--- config.mk ---
export PLATFORM = sky130hd
export DESIGN_NAME = mole_hit_scorer_flat
export DESIGN_NICKNAME = d
export VERILOG_FILES = /design/src/rtl/mole_hit_scorer_if.sv /design/src/rtl/mole_hit_scorer.sv /design/src/flat_wrapper.sv
export SDC_FILE = /design/constraint.sdc
export NUM_CORES = 1
export LEC_CHECK = 0
export BUFFER_PORTS_ARGS = -buffer_cell sky130_fd_sc_hd__buf_2
export CAP_MARGIN = 5
export CORE_MARGIN = 10
export CORE_UTILIZATION = 45
export CTS_CLUSTER_DIAMETER = 100
export DETAILED_ROUTE_END_ITERATION = 12
export HOLD_SLACK_MARGIN = 0.05
export PLACE_DENSITY = 0.71
export SLEW_MARGIN = 20
export SYNTH_ARGS = -nofsm -noshare
export SYNTH_HDL_FRONTEND = slang
export SYNTH_SLANG_ARGS = --single-unit
--- constraint.sdc ---
create_clock -name clk -period 19.1 [get_ports clk]
set_clock_uncertainty 0.15 [all_clocks]
set_input_delay 4.775 -clock clk [delete_from_list [all_inputs] [get_ports clk]]
set_output_delay 4.775 -clock clk [all_outputs]
set_load 0.01 [all_outputs]
--- src/rtl/mole_hit_scorer_if.sv ---
// Signal bundle between the whack-a-mole scorer and its surroundings.
//   enable     : game run/pause
//   led        : lit-LED vector from the generator
//   button     : raw push-buttons, 1 = pressed, asynchronous
//   hit_pulse  : one-cycle pulse, at least one hit registered
//   miss_pulse : one-cycle pulse, at least one miss registered
//   score      : total hits, saturating
//   misses     : total misses, saturating
//   level      : current difficulty, fed back to the generator
//   game_over  : high once the miss limit has been reached
// slave = scorer side, master = board/generator/display side.
interface mole_hit_scorer_if #(
   parameter int N_LANES = 18,
   parameter int SCORE_W = 10,
   parameter int LEVEL_W = 2
);
   logic               enable;
   logic [N_LANES-1:0] led;
   logic [N_LANES-1:0] button;
   logic               hit_pulse;
   logic               miss_pulse;
   logic [SCORE_W-1:0] score;
   logic [SCORE_W-1:0] misses;
   logic [LEVEL_W-1:0] level;
   logic               game_over;

   modport slave (
      input  enable, led, button,
      output hit_pulse, miss_pulse, score, misses, level, game_over
   );

   modport master (
      output enable, led, button,
      input  hit_pulse, miss_pulse, score, misses, level, game_over
   );
endinterface

--- src/rtl/mole_hit_scorer.sv ---
// Whack-a-mole scorer: synchronises player buttons, classifies each rising
// press as hit (LED lit, not yet hit) or miss, keeps saturating score/miss
// counts, steps the difficulty level and runs the IDLE/PLAY/OVER game state.
// Ports:
//   clk : system clock
//   rst : synchronous reset, active-high
//   bus : mole_hit_scorer_if.slave (enable, led, button in; pulses,
//         counters, level, game_over out; all outputs registered)
//
// state  | meaning
// IDLE   | paused / not started; presses consumed but not scored
// PLAY   | scoring active
// OVER   | miss limit reached; everything frozen until rst
module mole_hit_scorer #(
   parameter int N_LANES        = 18,
   parameter int SCORE_W        = 10,
   parameter int LEVEL_W        = 2,
   parameter int MAX_LEVEL      = 3,
   parameter int HITS_PER_LEVEL = 10,
   parameter int MAX_MISSES     = 5
) (
   input logic              clk,
   input logic              rst,
   mole_hit_scorer_if.slave bus
);

   localparam logic [1:0] S_IDLE = 2'd0;
   localparam logic [1:0] S_PLAY = 2'd1;
   localparam logic [1:0] S_OVER = 2'd2;

   localparam int CNT_W = $clog2(N_LANES + 1);
   localparam logic [SCORE_W-1:0] SAT = '1;

   logic [N_LANES-1:0] sync1, sync2, prev, hit_mask;
   logic [N_LANES-1:0] press_edge, hit_vec, miss_vec;
   logic [1:0]         state, state_nx;
   logic               scoring;
   logic [CNT_W-1:0]   n_hit, n_miss;
   logic [SCORE_W-1:0] score_q, misses_q, hil;
   logic [SCORE_W-1:0] score_nx, misses_nx, hil_nx;
   logic [SCORE_W:0]   hil_sum;
   logic [LEVEL_W-1:0] level_q, level_nx;
   logic               hit_q, miss_q, over_q;

   function automatic logic [CNT_W-1:0] popcount(input logic [N_LANES-1:0] v);
      logic [CNT_W-1:0] c;
      c = '0;
      for (int i = 0; i < N_LANES; i++) c = c + CNT_W'(v[i]);
      return c;
   endfunction

   function automatic logic [SCORE_W-1:0] sat_add(input logic [SCORE_W-1:0] a,
                                                  input logic [CNT_W-1:0]   b);
      logic [SCORE_W:0] s;
      s = {1'b0, a} + (SCORE_W+1)'(b);
      return s[SCORE_W] ? SAT : s[SCORE_W-1:0];
   endfunction

   always_comb begin
      press_edge = sync2 & ~prev;
      // enable is checked here too, so a press landing on the cycle that
      // enable drops is never scored
      scoring    = (state == S_PLAY) && bus.enable;
      hit_vec    = '0;
      miss_vec   = '0;
      if (scoring) begin
         hit_vec  = press_edge & bus.led & ~hit_mask;
         miss_vec = press_edge & ~(bus.led & ~hit_mask);
      end
      n_hit     = popcount(hit_vec);
      n_miss    = popcount(miss_vec);
      score_nx  = sat_add(score_q, n_hit);
      misses_nx = sat_add(misses_q, n_miss);

      // at most one level step per update; any excess stays in hil
      hil_sum  = {1'b0, hil} + (SCORE_W+1)'(n_hit);
      hil_nx   = sat_add(hil, n_hit);
      level_nx = level_q;
      if ((level_q < LEVEL_W'(MAX_LEVEL)) &&
          (hil_sum >= (SCORE_W+1)'(HITS_PER_LEVEL))) begin
         level_nx = level_q + 1'b1;
         hil_nx   = SCORE_W'(hil_sum - (SCORE_W+1)'(HITS_PER_LEVEL));
      end

      state_nx = state;
      case (state)
         S_IDLE:  if (bus.enable) state_nx = S_PLAY;
         S_PLAY: begin
            if (!bus.enable)                              state_nx = S_IDLE;
            else if (misses_nx >= SCORE_W'(MAX_MISSES))   state_nx = S_OVER;
         end
         S_OVER:  state_nx = S_OVER;
         default: state_nx = S_IDLE;
      endcase
   end

   always_ff @(posedge clk) begin
      if (rst) begin
         sync1    <= '0;
         sync2    <= '0;
         prev     <= '0;
         hit_mask <= '0;
         state    <= S_IDLE;
         score_q  <= '0;
         misses_q <= '0;
         hil      <= '0;
         level_q  <= '0;
         hit_q    <= 1'b0;
         miss_q   <= 1'b0;
         over_q   <= 1'b0;
      end else begin
         // synchronisers and edge register run in every state so that no
         // stale edge is left behind when play starts or resumes
         sync1    <= bus.button;
         sync2    <= sync1;
         prev     <= sync2;
         hit_mask <= bus.led & (hit_mask | hit_vec);
         state    <= state_nx;
         hit_q    <= |hit_vec;
         miss_q   <= |miss_vec;
         over_q   <= (state_nx == S_OVER);
         if (scoring) begin
            score_q  <= score_nx;
            misses_q <= misses_nx;
            hil      <= hil_nx;
            level_q  <= level_nx;
         end
      end
   end

   assign bus.hit_pulse  = hit_q;
   assign bus.miss_pulse = miss_q;
   assign bus.score      = score_q;
   assign bus.misses     = misses_q;
   assign bus.level      = level_q;
   assign bus.game_over  = over_q;

endmodule

--- src/flat_wrapper.sv ---
// flat-port wrapper written by rule: the top's interface ports become plain ports
module mole_hit_scorer_flat 
#(
   parameter int N_LANES        = 18,
   parameter int SCORE_W        = 10,
   parameter int LEVEL_W        = 2,
   parameter int MAX_LEVEL      = 3,
   parameter int HITS_PER_LEVEL = 10,
   parameter int MAX_MISSES     = 5
)
  (clk, rst, bus_enable, bus_led, bus_button, bus_hit_pulse, bus_miss_pulse, bus_score, bus_misses, bus_level, bus_game_over);
  mole_hit_scorer_if #(.N_LANES(N_LANES), .SCORE_W(SCORE_W), .LEVEL_W(LEVEL_W)) bus_i ();
  input logic clk;
  input logic rst;
  input wire logic [$bits(bus_i.enable)-1:0] bus_enable;
  input wire logic [$bits(bus_i.led)-1:0] bus_led;
  input wire logic [$bits(bus_i.button)-1:0] bus_button;
  output wire logic [$bits(bus_i.hit_pulse)-1:0] bus_hit_pulse;
  output wire logic [$bits(bus_i.miss_pulse)-1:0] bus_miss_pulse;
  output wire logic [$bits(bus_i.score)-1:0] bus_score;
  output wire logic [$bits(bus_i.misses)-1:0] bus_misses;
  output wire logic [$bits(bus_i.level)-1:0] bus_level;
  output wire logic [$bits(bus_i.game_over)-1:0] bus_game_over;
  assign bus_i.enable = bus_enable;
  assign bus_i.led = bus_led;
  assign bus_i.button = bus_button;
  assign bus_hit_pulse = bus_i.hit_pulse;
  assign bus_miss_pulse = bus_i.miss_pulse;
  assign bus_score = bus_i.score;
  assign bus_misses = bus_i.misses;
  assign bus_level = bus_i.level;
  assign bus_game_over = bus_i.game_over;
  mole_hit_scorer #(.N_LANES(N_LANES), .SCORE_W(SCORE_W), .LEVEL_W(LEVEL_W), .MAX_LEVEL(MAX_LEVEL), .HITS_PER_LEVEL(HITS_PER_LEVEL), .MAX_MISSES(MAX_MISSES)) u_core (.clk(clk), .rst(rst), .bus(bus_i));
endmodule
==> results_dict.tcl, run 1 <==
set metrics [dict create \
    finalWeightedCongestion 0.906 \
    synthesis.yosys.warnings 0 \
    period_share_pct 62.3 \
    peak_supply_drop_mv 0.0509 \
    final_wirelength_mm 12.8 \
    required_ps 19220 \
    cts_tree "built" \
    power.share.sequential_pct 50.2 \
    postSynth.asyncResetShare_pct 0 \
    synthToLayoutAreaGrowth_pct 13.0 \
    post-route-drc-count 0 \
    pwr_density_cell_nw_per_um2 71.2 \
    worst_path_arrival_time_ps 12010 \
    routed_via_density 5.17 \
    port-buffer-count 63 \
    max-cap-violations 0 \
    hold_violations 0 \
    start_util_pct 46.4 \
    post_synth_instance_area_sq_um 5920 \
    floorplan.die.height_um 135 \
    drive_above_1_share_pct 14.0 \
    totalPowerFinal_mw 0.476 \
    worstSetupPathType "in -> reg" \
    placedInstanceArea_sq_um 6380 \
    worstSkewPairLatency_ps 370 \
    most_used_cell_cp "sky130_fd_sc_hd__fa_1" \
    coreArea_sq_um 12800 \
    io_count 64 \
    maxClockFrequency_ghz 0.0841 \
    relSlewSlack_pct 40.8 \
    ctsHoldBuffers 0 \
    postCtsSetupBuffers 0 \
    syn-num-nets 743 \
    yosys_most_used_dff "sky130_fd_sc_hd__dfxtp_1" \
    fin_tns_setup_ps 0 \
    switching_power_summed_over_all_nets_mw 0.127 \
    cell_breakdown_of_the_critical_path "buf_2, nor2b_1, nand2_1, buf_4, nor3b_1, nand2_1, ha_1, inv_1, fa_1, fa_1, fa_1, fa_1, fa_1, fa_1, inv_1, fa_1, xnor2_1, ha_1, o32ai_2, nor4b_4, a31oi_2, nand4b_1, mux2_1, o32ai_1" \
    result_of_the_run "complete, no violations" \
    grt_antenna_before_repair 1 \
    end_kind "flip-flop" \
    avgRoutedWirePerCell_um 14.5 \
    finalInstanceArea_sq_um 6690 \
    layout_min_cycle_time_ps 11890 \
    comb_power_share_pct 9.6 \
    grt_pass1_vias 4545 \
    groute.usage.overall_pct 14.4 \
    final_net_count 798 \
    setup_viol 0 \
    yosys.cell_types.count 64 \
    clock-root-buffer "sky130_fd_sc_hd__clkbuf_16" \
    antenna_violating_nets_post_route 0 \
    cts_repair_resize_count 0 \
    synth_seq_area_share_pct 36.8 \
    fp.dieW_um 135 \
    post_synth_inst_count 648 \
    cts_buffers 9 \
    rows 41 \
    utilization_pct 52.4 \
    worst_setup_hold_path_clk_slew_ps 80 \
    number_of_cells_after_detailed_placement 864 \
    power_leakage_nw 2.93 \
    startpoint_type "input pin" \
    tightestPinTransition_ps 888 \
    grt_pass1_wl_mm 21.5 \
    unrepaired_setup_endpoints_after_global_routing "no" \
    dieArea_sq_um 18100 \
    dp_hpwl_mm 9.77 \
    ys_seq_elements 109 \
    clock_power_share_pct 40.2 \
    routed-via-count 4556 \
    grt_max_degree 92 \
    netSwitchingFraction_pct 26.7 \
    critPathMaxFanout 33 \
    firstDrtPassIters 5 \
    finish.cell_count_without_fillers 881 \
    slowest_delay_ps 520 \
    filler_cell_count 1165 \
    clock_buffer_depth 2 \
    globalRouteOverflowTotal 0 \
    worst_min_path_class "reg -> reg" \
    htree_levels 3 \
    synth_enable_flop_cells 0 \
    clock_sink_count 109 \
    final-max-slew-violation-count 0 \
    syn_area_per_cell_sq_um 9.14 \
    dr.first_iter.drc_count 258 \
    cell_internal_pwr_mw 0.349 \
    cp_slowest_cell "sky130_fd_sc_hd__fa_1" \
]
[flip-flops by register name, summed over array words and instances (netlist names)]
| name | count |
|---|---|
| u_core.bus.level | 2 |
| u_core.hil | 10 |
| u_core.hit_mask | 18 |
| u_core.bus.miss_pulse | 1 |
| u_core.prev | 18 |
| u_core.bus.hit_pulse | 1 |
| u_core.bus.misses | 10 |
| u_core.bus.game_over | 1 |
| u_core.sync2 | 18 |
| u_core.sync1 | 18 |
| u_core.bus.score | 10 |
| u_core.state | 2 |
[Yosys cell counts (all sizes together) (7+ instances only)]
| cell type | instances | area (sq um) |
|---|---|---|
| xor2 | 7 | 61.3 |
| fa | 27 | 541 |
| ha | 29 | 363 |
| inv | 56 | 210 |
| nand4 | 7 | 43.8 |
| nor2b | 70 | 438 |
| xnor2 | 14 | 123 |
| nor3b | 29 | 223 |
| nor3 | 34 | 175 |
| clkbuf | 16 | 61.3 |
| and2 | 8 | 50.1 |
| o21ai | 24 | 124 |
| a211oi | 9 | 85.1 |
| nand3 | 9 | 50.1 |
| nand2 | 27 | 101 |
| a21o | 8 | 60.1 |
| nor2 | 64 | 245 |
| a21oi | 21 | 105 |
| nand3b | 10 | 75.1 |
| dfxtp | 109 | 2180 |
[final cells by class]
cell class / instances / area (sq um) / area share, %
timing repair buffer: 66 / 340 / 5.09
tap: 172 / 215 / 3.22
antenna: 1 / 2.50 / 0.0374
clock inverter: 7 / 86.3 / 1.29
multi-input combinational: 461 / 3430 / 51.2
clock buffer: 9 / 225 / 3.37
sequential: 109 / 2180 / 32.6
inverter: 56 / 210 / 3.14
[layer usage]
metal	up-vias	global-route usage, %	part of all wire [%]
met2	102	22.8	46
met5	-	0	0
met1	2130	18.1	46
met3	21	4.41	6.1
met4	0	5.20	2.0
li1	2303	-	-
[cell families after synthesis]
| logic type | after synthesis | share of synthesized area (%) |
|---|---|---|
| AOI/OAI and AO/OA | 95 | 11.4 |
| buffers and inverters | 78 | 5.26 |
| DFF | 109 | 36.8 |
| muxes | 7 | 1.20 |
| xor gates and xnor gates | 21 | 3.11 |
| and+or+nand+nor | 282 | 26.9 |
| adders and majority gates | 56 | 15.3 |
[cell usage in the layout (no fill, tap or decap), drive strengths merged, types with 24 or more instances in the layout]
master / netlist / final
dfxtp: 109 / 109
nor2b: 70 / 70
buf: 6 / 66
nor2: 64 / 64
inv: 56 / 59
nor3: 34 / 34
ha: 29 / 29
nor3b: 29 / 29
nand2: 27 / 27
fa: 27 / 27
o21ai: 24 / 24
[critical path, delay by kind of cell]
| kind | cells | cell delay (ps) |
|---|---|---|
| muxes | 1 | 350 |
| xor gates and xnor gates | 1 | 200 |
| adders and majority gates | 9 | 4000 |
| AOI/OAI and AO/OA | 3 | 1040 |
| buffers and inverters | 4 | 480 |
| and+or+nand+nor | 6 | 1150 |
[path summary, 6_finish.rpt]
path | from | slack (ps) | endpoint | depth (start not counted)
setup / recovery | bus_enable | 7210 | u_core.hil[7] | 24
hold / removal | u_core.sync1[15] | 280 | u_core.sync2[15] | 1
setup reg to reg | u_core.state[1] | 11400 | u_core.hil[7] | 23
hold reg to reg | u_core.sync1[15] | 280 | u_core.sync2[15] | 1
[per-stage QoR]
| stage | hold slack (ps) | setup slack (ps) |
|---|---|---|
| floorplan | 264 | 7240 |
| global placement | 269 | 7040 |
| detailed placement | 271 | 6830 |
| CTS | 287 | 7190 |
| global route | 300 | 6790 |
| finish | 282 | 7210 |
[power groups by stage]
| stage | clock, mW | combinational, mW | sequential (mW) |
|---|---|---|---|
| after global routing | 0.206 | 0.0518 | 0.240 |
| final | 0.191 | 0.0459 | 0.239 |
| after CTS | 0.196 | 0.0463 | 0.239 |
| after detailed placement | 0 | 0.0461 | 0.244 |
| after floorplan | 0 | 0.0341 | 0.243 |
| after global placement | 0 | 0.0455 | 0.244 |
Note: power is estimated with default switching activity, not from simulation.
==> inputs of run 2 (changes only) <==
- clock period: 19.1 -> 11.1 ns (I/O delays scaled with it)
==> results_dict.tcl, run 2 (synthesis results as in run 1) <==
set metrics [dict create \
    worst_min_path_class "reg -> reg" \
    post-route-drc-count 0 \
    ctsHoldBuffers 0 \
    clock_sink_count 109 \
    end_kind "flip-flop" \
    unrepaired_setup_endpoints_after_global_routing "no" \
    number_of_cells_after_detailed_placement 864 \
    cts_repair_resize_count 0 \
    cts_tree "built" \
    startpoint_type "input pin" \
    routed-via-count 4543 \
    finish.cell_count_without_fillers 880 \
    relSlewSlack_pct 47.5 \
    clock_buffer_depth 2 \
    result_of_the_run "complete, no violations" \
    setup_slack_ps 940 \
    worstSkewPairLatency_ps 360 \
    slowest_delay_ps 540 \
    filler_cell_count 1152 \
    worstSetupPathType "in -> reg" \
    io_count 64 \
    ff_latch_area_sq_um 2180 \
    power_leakage_nw 2.93 \
    clock-root-buffer "sky130_fd_sc_hd__clkbuf_16" \
    tightestPinTransition_ps 787 \
    startpoint "bus_enable" \
    antenna_violating_nets_post_route 0 \
    pre_cts_slack_ps 549 \
    worst_path_arrival_time_ps 10260 \
    grt_pass1_wl_mm 21.6 \
    port-buffer-count 63 \
    worst_setup_hold_path_clk_slew_ps 80 \
    final_wirelength_mm 12.8 \
    gr_layer_usage_met3_pct 4.49 \
    floorplan.die.height_um 135 \
    start_util_pct 46.4 \
    met2_usage_pct 23.2 \
    avgRoutedWirePerCell_um 14.5 \
    grt_pass1_vias 4594 \
    n_antenna_cell 0 \
    pwr_density_cell_nw_per_um2 123 \
    final_net_count 798 \
    global_route.peak_usage_layer "met2" \
    cell_breakdown_of_the_critical_path "buf_2, nor2b_1, nand2_1, nor3b_1, nand2_1, ha_1, inv_1, fa_1, fa_1, fa_1, fa_1, fa_1, fa_1, inv_1, fa_1, xnor2_1, ha_1, o32ai_2, nor4b_4, a311oi_2, nand3_2, or3b_1, a32o_1" \
    grt_max_degree 81 \
    fin_tns_setup_ps 0 \
    maxClockFrequency_ghz 0.0984 \
    cts_buffers 9 \
    cp_slowest_cell "sky130_fd_sc_hd__fa_1" \
    postCtsSetupBuffers 0 \
    htree_levels 3 \
    required_ps 11200 \
    setup_viol 0 \
    dr.first_iter.drc_count 270 \
    hold_violations 0 \
    drive_above_1_share_pct 14.0 \
    peak_supply_drop_mv 0.0719 \
    finalWeightedCongestion 0.939 \
    layout_min_cycle_time_ps 10160 \
    rows 41 \
    use_met1_pct 18.1 \
    firstDrtPassIters 7 \
    globalRouteOverflowTotal 0 \
    multi_input_comb_area_sq_um 3430 \
    routed_via_density 5.16 \
    critPathMaxFanout 17 \
    coreArea_sq_um 12800 \
    max-cap-violations 0 \
    most_common_cell_after_layout_fill_and_taps_aside "sky130_fd_sc_hd__dfxtp_1" \
    period_share_pct 91.5 \
    r2r_start "u_core.state[1]" \
    mostFrequentLayoutCells "sky130_fd_sc_hd__dfxtp_1, sky130_fd_sc_hd__nor2b_1, sky130_fd_sc_hd__nor2_1, sky130_fd_sc_hd__buf_2, sky130_fd_sc_hd__inv_1" \
    synthToLayoutAreaGrowth_pct 13.0 \
    grt_antenna_before_repair 0 \
    most_used_cell_cp "sky130_fd_sc_hd__fa_1" \
    min_from "u_core.sync1[13]" \
    fp.dieW_um 135 \
    final-max-slew-violation-count 0 \
    groute.usage.overall_pct 14.5 \
    dieArea_sq_um 18100 \
    dp_hpwl_mm 9.81 \
]
## run 2: layout make-up
class	instances	share of cell area, %
Inverter	56	3.14
Clock inverter	6	1.16
Tap cell	172	3.22
Sequential cell	109	32.6
Multi-Input combinational cell	461	51.2
Timing Repair Buffer	66	5.09
Clock buffer	10	3.57
## run 2: worst max-delay path, delay by kind of cell
family / cells / cell delay [ps]
AO/OA/AOI/OAI: 3 / 1030
buffers and inverters: 3 / 230
XOR/XNOR: 1 / 210
AND/OR/NAND/NOR: 7 / 1900
adder cells (fa/ha/maj): 9 / 4080
## run 2: final timing paths
kind                                    endpoint  slack, ps  cells past startpoint
worst max register to register     u_core.hil[6]       3120                     22
worst max-delay path               u_core.hil[6]        940                     23
worst min-delay path            u_core.sync2[13]        280                      1
worst min register to register  u_core.sync2[13]        280                      1
## run 2: metal layers
layer  part of all wire (%)  up-vias
li1                       -     2303
met4                    1.7        0
met2                     46      121
met3                    6.9       20
met5                      0        -
met1                     46     2099
## run 2: stage by stage
| step | util (%) | power [mW] | hold slack (ps) | cell area, sq um |
|---|---|---|---|---|
| 3_3_place_gp | 49.9 | 0.497 | 269 | 6380 |
| 2_1_floorplan | - | 0.477 | 264 | 5920 |
| 3_5_place_dp | 49.9 | 0.500 | 270 | 6380 |
| 5_1_grt | 52.4 | 0.856 | 305 | 6690 |
| 4_1_cts | 52.4 | 0.831 | 285 | 6690 |
| 6_report | 52.4 | 0.821 | 281 | 6690 |
## run 2: report_power, final
part / internal, mW / switching [mW] / total [mW]
Combinational: 0.0349 / 0.0446 / 0.0796
Sequential: 0.404 / 0.00767 / 0.411
Clock: 0.167 / 0.163 / 0.330
Total: 0.605 / 0.215 / 0.821
